==> config.mk <==
export PLATFORM = sky130hd
export DESIGN_NAME = exception_sequencer_flat
export DESIGN_NICKNAME = d
export VERILOG_FILES = /design/src/rtl/exception_sequencer_if.sv /design/src/rtl/exception_sequencer.sv /design/src/flat_wrapper.sv
export SDC_FILE = /design/constraint.sdc
export NUM_CORES = 1
export LEC_CHECK = 0
export CORE_UTILIZATION = 33
export DETAILED_ROUTE_END_ITERATION = 6
export PLACE_DENSITY_LB_ADDON = 0.12
export SYNTH_ARGS = -nofsm -noshare
export SYNTH_HDL_FRONTEND = slang
export SYNTH_SLANG_ARGS = --single-unit
==> constraint.sdc <==
create_clock -name clk -period 5.3 [get_ports clk]
set_clock_uncertainty 0.05 [all_clocks]
set_input_delay 1.06 -clock clk [delete_from_list [all_inputs] [get_ports clk]]
set_output_delay 1.06 -clock clk [all_outputs]
set_load 0.01 [all_outputs]
==> src/rtl/exception_sequencer_if.sv <==
// rtl/exception_sequencer_if.sv - event, memory and PC/EPC control signals of the exception sequencer
interface exception_sequencer_if;
    logic        ovf_evt;
    logic        opcode_evt;
    logic        exc_enable;
    logic [31:0] mem_data_in;
    logic        exc_busy;
    logic [31:0] mem_addr;
    logic        mem_addr_sel;
    logic        mem_read;
    logic        epc_write;
    logic        pc_write;
    logic        pc_src_exc;
    logic [31:0] new_pc;
    logic [1:0]  cause;
    logic        exc_done;

    modport master (
        output ovf_evt, opcode_evt, exc_enable, mem_data_in,
        input  exc_busy, mem_addr, mem_addr_sel, mem_read, epc_write,
               pc_write, pc_src_exc, new_pc, cause, exc_done
    );

    modport slave (
        input  ovf_evt, opcode_evt, exc_enable, mem_data_in,
        output exc_busy, mem_addr, mem_addr_sel, mem_read, epc_write,
               pc_write, pc_src_exc, new_pc, cause, exc_done
    );
endinterface

==> src/rtl/exception_sequencer.sv <==
// rtl/exception_sequencer.sv - multi-cycle exception entry: save EPC, fetch vector byte, load PC
module exception_sequencer #(
    parameter int          MEM_LATENCY     = 1,
    parameter logic [31:0] VEC_ADDR_OPCODE = 32'd254,
    parameter logic [31:0] VEC_ADDR_OVF    = 32'd255
) (
    input  logic                  clk,
    input  logic                  reset,
    exception_sequencer_if.slave  bus
);
    typedef enum logic [2:0] {S_IDLE, S_SAVE, S_REQ, S_WAIT, S_LOAD} state_t;

    localparam logic [2:0] LAT_M1 = 3'(MEM_LATENCY - 1);

    state_t      state;
    state_t      next;
    logic [2:0]  cnt;
    logic [1:0]  cause_q;
    logic [31:0] new_pc_q;
    logic        accept;
    logic        unused_data_hi;

    assign accept         = (state == S_IDLE) && bus.exc_enable && (bus.ovf_evt || bus.opcode_evt);
    assign unused_data_hi = ^bus.mem_data_in[31:8];

    always_ff @(posedge clk or posedge reset) begin
        if (reset) begin
            state <= S_IDLE;
        end else begin
            state <= next;
        end
    end

    always_comb begin
        next = state;
        case (state)
            S_IDLE:  if (accept) next = S_SAVE;
            S_SAVE:  next = S_REQ;
            S_REQ:   next = S_WAIT;
            S_WAIT:  if (cnt == 3'd0) next = S_LOAD;
            S_LOAD:  next = S_IDLE;
            default: next = S_IDLE;
        endcase
    end

    // Cause is latched only on acceptance, so events seen mid-sequence never disturb it.
    always_ff @(posedge clk or posedge reset) begin
        if (reset) begin
            cnt      <= 3'd0;
            cause_q  <= 2'b00;
            new_pc_q <= 32'd0;
        end else begin
            case (state)
                S_IDLE: if (accept) cause_q <= bus.ovf_evt ? 2'b10 : 2'b01;
                S_REQ:  cnt <= LAT_M1;
                S_WAIT: begin
                    if (cnt == 3'd0) begin
                        new_pc_q <= {24'b0, bus.mem_data_in[7:0]};
                    end else begin
                        cnt <= cnt - 3'd1;
                    end
                end
                default: ;
            endcase
        end
    end

    always_comb begin
        bus.exc_busy     = 1'b0;
        bus.mem_addr     = 32'd0;
        bus.mem_addr_sel = 1'b0;
        bus.mem_read     = 1'b0;
        bus.epc_write    = 1'b0;
        bus.pc_write     = 1'b0;
        bus.pc_src_exc   = 1'b0;
        bus.exc_done     = 1'b0;
        bus.new_pc       = new_pc_q;
        bus.cause        = cause_q;
        if (state != S_IDLE) begin
            bus.exc_busy = 1'b1;
            bus.mem_addr = (cause_q == 2'b10) ? VEC_ADDR_OVF : VEC_ADDR_OPCODE;
        end
        case (state)
            S_SAVE: bus.epc_write = 1'b1;
            S_REQ: begin
                bus.mem_addr_sel = 1'b1;
                bus.mem_read     = 1'b1;
            end
            S_WAIT: bus.mem_addr_sel = 1'b1;
            S_LOAD: begin
                bus.pc_src_exc = 1'b1;
                bus.pc_write   = 1'b1;
                bus.exc_done   = 1'b1;
            end
            default: ;
        endcase
    end
endmodule

==> src/flat_wrapper.sv <==
// flat-port wrapper written by rule: the top's interface ports become plain ports
module exception_sequencer_flat 
#(
    parameter int          MEM_LATENCY     = 1,
    parameter logic [31:0] VEC_ADDR_OPCODE = 32'd254,
    parameter logic [31:0] VEC_ADDR_OVF    = 32'd255
)
  (clk, reset, bus_ovf_evt, bus_opcode_evt, bus_exc_enable, bus_mem_data_in, bus_exc_busy, bus_mem_addr, bus_mem_addr_sel, bus_mem_read, bus_epc_write, bus_pc_write, bus_pc_src_exc, bus_new_pc, bus_cause, bus_exc_done);
  exception_sequencer_if bus_i ();
  input  logic clk;
  input  logic reset;
  input wire logic [$bits(bus_i.ovf_evt)-1:0] bus_ovf_evt;
  input wire logic [$bits(bus_i.opcode_evt)-1:0] bus_opcode_evt;
  input wire logic [$bits(bus_i.exc_enable)-1:0] bus_exc_enable;
  input wire logic [$bits(bus_i.mem_data_in)-1:0] bus_mem_data_in;
  output wire logic [$bits(bus_i.exc_busy)-1:0] bus_exc_busy;
  output wire logic [$bits(bus_i.mem_addr)-1:0] bus_mem_addr;
  output wire logic [$bits(bus_i.mem_addr_sel)-1:0] bus_mem_addr_sel;
  output wire logic [$bits(bus_i.mem_read)-1:0] bus_mem_read;
  output wire logic [$bits(bus_i.epc_write)-1:0] bus_epc_write;
  output wire logic [$bits(bus_i.pc_write)-1:0] bus_pc_write;
  output wire logic [$bits(bus_i.pc_src_exc)-1:0] bus_pc_src_exc;
  output wire logic [$bits(bus_i.new_pc)-1:0] bus_new_pc;
  output wire logic [$bits(bus_i.cause)-1:0] bus_cause;
  output wire logic [$bits(bus_i.exc_done)-1:0] bus_exc_done;
  assign bus_i.ovf_evt = bus_ovf_evt;
  assign bus_i.opcode_evt = bus_opcode_evt;
  assign bus_i.exc_enable = bus_exc_enable;
  assign bus_i.mem_data_in = bus_mem_data_in;
  assign bus_exc_busy = bus_i.exc_busy;
  assign bus_mem_addr = bus_i.mem_addr;
  assign bus_mem_addr_sel = bus_i.mem_addr_sel;
  assign bus_mem_read = bus_i.mem_read;
  assign bus_epc_write = bus_i.epc_write;
  assign bus_pc_write = bus_i.pc_write;
  assign bus_pc_src_exc = bus_i.pc_src_exc;
  assign bus_new_pc = bus_i.new_pc;
  assign bus_cause = bus_i.cause;
  assign bus_exc_done = bus_i.exc_done;
  exception_sequencer #(.MEM_LATENCY(MEM_LATENCY), .VEC_ADDR_OPCODE(VEC_ADDR_OPCODE), .VEC_ADDR_OVF(VEC_ADDR_OVF)) u_core (.clk(clk), .reset(reset), .bus(bus_i));
endmodule
## Word-level counts from Yosys, hierarchy flattened

Index checks and enable logic that the tools add are counted.

- Register bits after elaboration: 16
- Output and inout port bits: 73

- $add $sub $neg: 1
- Eq/ne operators: 8
- Mux-type cells: 13
- Reduce and logical (&&, ||, !) cells: 12

Operators with widths:

| operator | number |
|---|---|
| $mux W32 | 1 |
| $pmux W3 S4 | 1 |
| $mux W3 | 3 |
| $reduce_and A2 Y1 | 4 |
| $eq A3 B2 Y1 const B | 2 |
| $logic_not A3 Y1 | 2 |
| $mux W1 | 6 |
| $pmux W3 S2 | 1 |
| $ne A2 B1 Y1 const B | 2 |
| $eq A3 B1 Y1 const B | 1 |
| $eq A3 B3 Y1 const B | 1 |
| $reduce_bool A3 Y1 | 1 |
| $sub A3 B1 Y3 const B | 1 |
| $eq A2 B2 Y1 const B | 1 |
| $logic_and A1 B1 Y1 | 2 |
| $mux W2 | 1 |
| $ne A2 B2 Y1 const B | 1 |
| $reduce_bool A2 Y1 | 1 |
| $reduce_or A2 Y1 | 1 |
| $logic_or A1 B1 Y1 | 1 |

## Longest topological paths before layout

- Word-level depth: 5
- Gate-level depth with buffers: 8

## Least setup slack after synthesis

No wires, ideal clock.

- Path type: reg-to-output
- Start: register u_core.state[0]
- End: output bus_mem_addr[1]
- Data arrival time: 1176 ps
- Data required time: 4190 ps
- Setup slack: 3014 ps
- Cell stages (with the launch flop): 5
- Path buffers: 2
- Path through: dfrtp_1 -> buf_2 -> nor3_1 -> inv_1 -> buf_4

- Cells in the longest elaborated chain, start to end: 2

RTL lines:

| element | RTL line | text |
|---|---|---|
| from (decl) | exception_sequencer.sv:15 | `state_t state;` |
| from (signal assigned) | exception_sequencer.sv:30 | `state <= next;` |
| $reduce_bool A3 Y1 | exception_sequencer.sv:79 | `if (state != S_IDLE) begin` |
| $mux W32 | exception_sequencer.sv:79 |  |
| to (decl) | flat_wrapper.sv:17 | `output wire logic [$bits(bus_i.mem_addr)-1:0] bus_mem_addr;` |

No other way between the ends.

## Final worst setup path

- Start: register u_core.state[0]
- End: output bus_mem_addr[7]

The elaborated chain is that of the path after synthesis.

==> impl_metrics.yaml <==
run_status:
  outcome: "finished clean"
detailed_routing:
  wirelength_met1_um: 775
  wire_per_inst_um: 9.24
  drt-total-wl_mm: 1.82
  drt-pass1-iter-count: 4
  drtAntennaViolNets: 0
  wl_met2_um: 853
  num_vias: 740
  top_layer: "met4"
  wl_met3_um: 148
  route.detailed.drc: 0
  drtIter0Drc: 11
  viasPerCell: 3.76
clock_network:
  cts.sinks: 16
  cts_htree_levels: 1
  path_clk_slew_ns: 0.10
  cts_made_buffers: 3
  cts-root-buf: "clkbuf_4"
  post-cts-setup-buffers: 0
  cts_buffer_depth: 2
  cts_tree: "yes"
  ctsResizeCount: 0
  holdBufCountCts: 0
  clk_latency_ns: 0.29
floorplanning:
  start_util: 0.353
  ios: 110
  row_count: 21
  core_um2: 3420
  die-height_um: 62.4
  die-area_um2: 3900
  die_w_um: 62.4
layout:
  utilization: 0.408
  final_nets: 191
  nFillCells: 341
  stdcell_count: 197
  drive_above_1_share: 0.0861
  finalInstanceArea_um2: 1390
  syn_to_final_growth_pct: 15.6
  antenna_cells: 0
pwr:
  power.density_nw_per_um2: 527
  peakVddDrop_v: 0.000201
  power.leakage_nw: 0.704
  finalPower_uw: 734
synthesis:
  yosys.area_share.simple: 0.0696
  synth_xor_area_frac: 0
  synth_fa_ha_area_frac: 0.0208
  synth_cell_type_count: 26
  synth-seq-cells: 16
  synth_compound_area_frac: 0.0706
  syn_area_um2: 1200
  synth.mux.area_fraction: 0.0997
  yosysWarnings: 0
  avgSynthCellArea_um2: 9.72
  syn_inst: 124
  synth_top_family_by_area: "buffers and inverters"
  yosysSeqAreaShare: 0.332
timing:
  hold_violations: 0
  max_slew.worst_pin.slew_ns: 0.606
  setup_viol: 0
  final.setup.tns_ns: 0
  relSlewSlack: 0.595
  period_needed_ns: 3.07
  setup_slack_ns: 2.23
  period_share: 0.578
  fmax_mhz: 326
  slew_violations: 0
  worst_hold_slack_ns: 0.440
  rsz0062_at_grt: "no"
worst_setup_path:
  crit_path_top_delay_cell: "clkdlybuf4s50_1"
  crit_type: "reg -> out"
  crit_chain: "nor3_1 > inv_1 > clkdlybuf4s50_1"
  worstPathRequired_ns: 4.19
  slowest_delay_ns: 0.54
  endpoint_kind: "output port"
  path_max_fanout: 11
  start_kind: "register"
  arrival_ns: 1.96
placement:
  place.gp.congestion: 0.646
  placed_area_um2: 1360
  dp_hpwl_mm: 1.37
  dp.cells: 193
  numPortBuffers: 37
  pre_cts_ws_ns: 2.58
grt:
  grtUsageTotal: 0.0927
  overflow: 0
  grt_pass1_vias: 630
  grt_antenna_before_repair: 0
  grt_max_degree: 17
  grt_pass1_wl_mm: 2.76
flow_run:
  maxCapViolations: 0
worst_hold_path:
  hp-class: "reg -> reg"
kinds of logic after synthesis:
family	count (synthesis)
and+or+nand+nor	15
buffers and inverters	70
other	1
adders and majority gates	2
muxes	8
AOI/OAI and AO/OA	12
DFF	16
cells in the mapped netlist:
cell      instances  area share
o21ai_0           2      0.0083
o31ai_1           3       0.019
buf_6             1      0.0093
clkbuf_1          1      0.0031
inv_1             9       0.028
nor2_1            2      0.0062
nand3_1           2      0.0083
dfrtp_1          16        0.33
a22o_1            2       0.015
ha_1              2       0.021
and3_1            1      0.0052
buf_4            57        0.36
conb_1            1      0.0031
buf_2             2      0.0083
a21oi_1           1      0.0041
nand2b_1          1      0.0052
o211a_1           1      0.0083
nand2_1           4       0.012
nor3_1            2      0.0083
nand2b_4          1       0.011
mux2_4            8        0.10
o21ai_1           1      0.0041
nor3b_1           1      0.0062
o22ai_1           1      0.0052
a221oi_1          1      0.0073
or2b_1            1      0.0062
power breakdown:
part	internal (mW)	switching (mW)
sequential	0.173	0.0426
clock	0.0418	0.0401
combinational	0.259	0.178
placed cells by master (no fill, tap or decap), types with 3 or more instances in the layout:
| cell type | netlist | final |
|---|---|---|
| o31ai_1 | 3 | 3 |
| clkbuf_4 | 0 | 3 |
| mux2_4 | 8 | 8 |
| nand2_1 | 4 | 4 |
| dfrtp_1 | 16 | 16 |
| conb_1 | 1 | 48 |
| clkdlybuf4s50_1 | 0 | 37 |
| inv_1 | 9 | 9 |
critical path, delay by kind of cell, from the launching register on:
kind / cells / cell delay, ns
buffers and inverters: 2 / 0.78
and+or+nand+nor: 1 / 0.38
DFF: 1 / 0.50
sequential cells by signal (all words and copies together) (netlist names):
| signal | count |
|---|---|
| u_core.bus.cause | 2 |
| u_core.bus.new_pc | 8 |
| u_core.cnt | 3 |
| u_core.state | 3 |
worst paths after layout:
| kind | from | to | slack (ns) | cells past startpoint |
|---|---|---|---|---|
| max in group asynchronous | reset | u_core.cnt[1] | 3.72 | 2 |
| max | u_core.state[0] | bus_mem_addr[7] | 2.23 | 3 |
| min reg2reg | u_core.state[2] | u_core.state[0] | 0.44 | 1 |
| max reg2reg | u_core.cnt[0] | u_core.bus.new_pc[3] | 3.49 | 6 |
| min in group asynchronous | reset | u_core.bus.new_pc[5] | 1.09 | 2 |
| min | u_core.state[2] | u_core.state[0] | 0.44 | 1 |
per-layer routing:
| layer | global-route usage | vias up |
|---|---|---|
| met5 | 0 | - |
| met4 | 0.0523 | 0 |
| met3 | 0.0274 | 5 |
| met2 | 0.154 | 51 |
| met1 | 0.106 | 338 |
| li1 | - | 346 |
area by class of cell:
class | count | area [um2] | area share
multi-input combinational | 85 | 494 | 0.355
sequential | 16 | 400 | 0.288
timing repair buffer | 37 | 370 | 0.266
tap | 46 | 57.6 | 0.0413
clock buffer | 4 | 36.3 | 0.0261
inverter | 9 | 33.8 | 0.0243
Note: power is estimated with default switching activity, not from simulation.
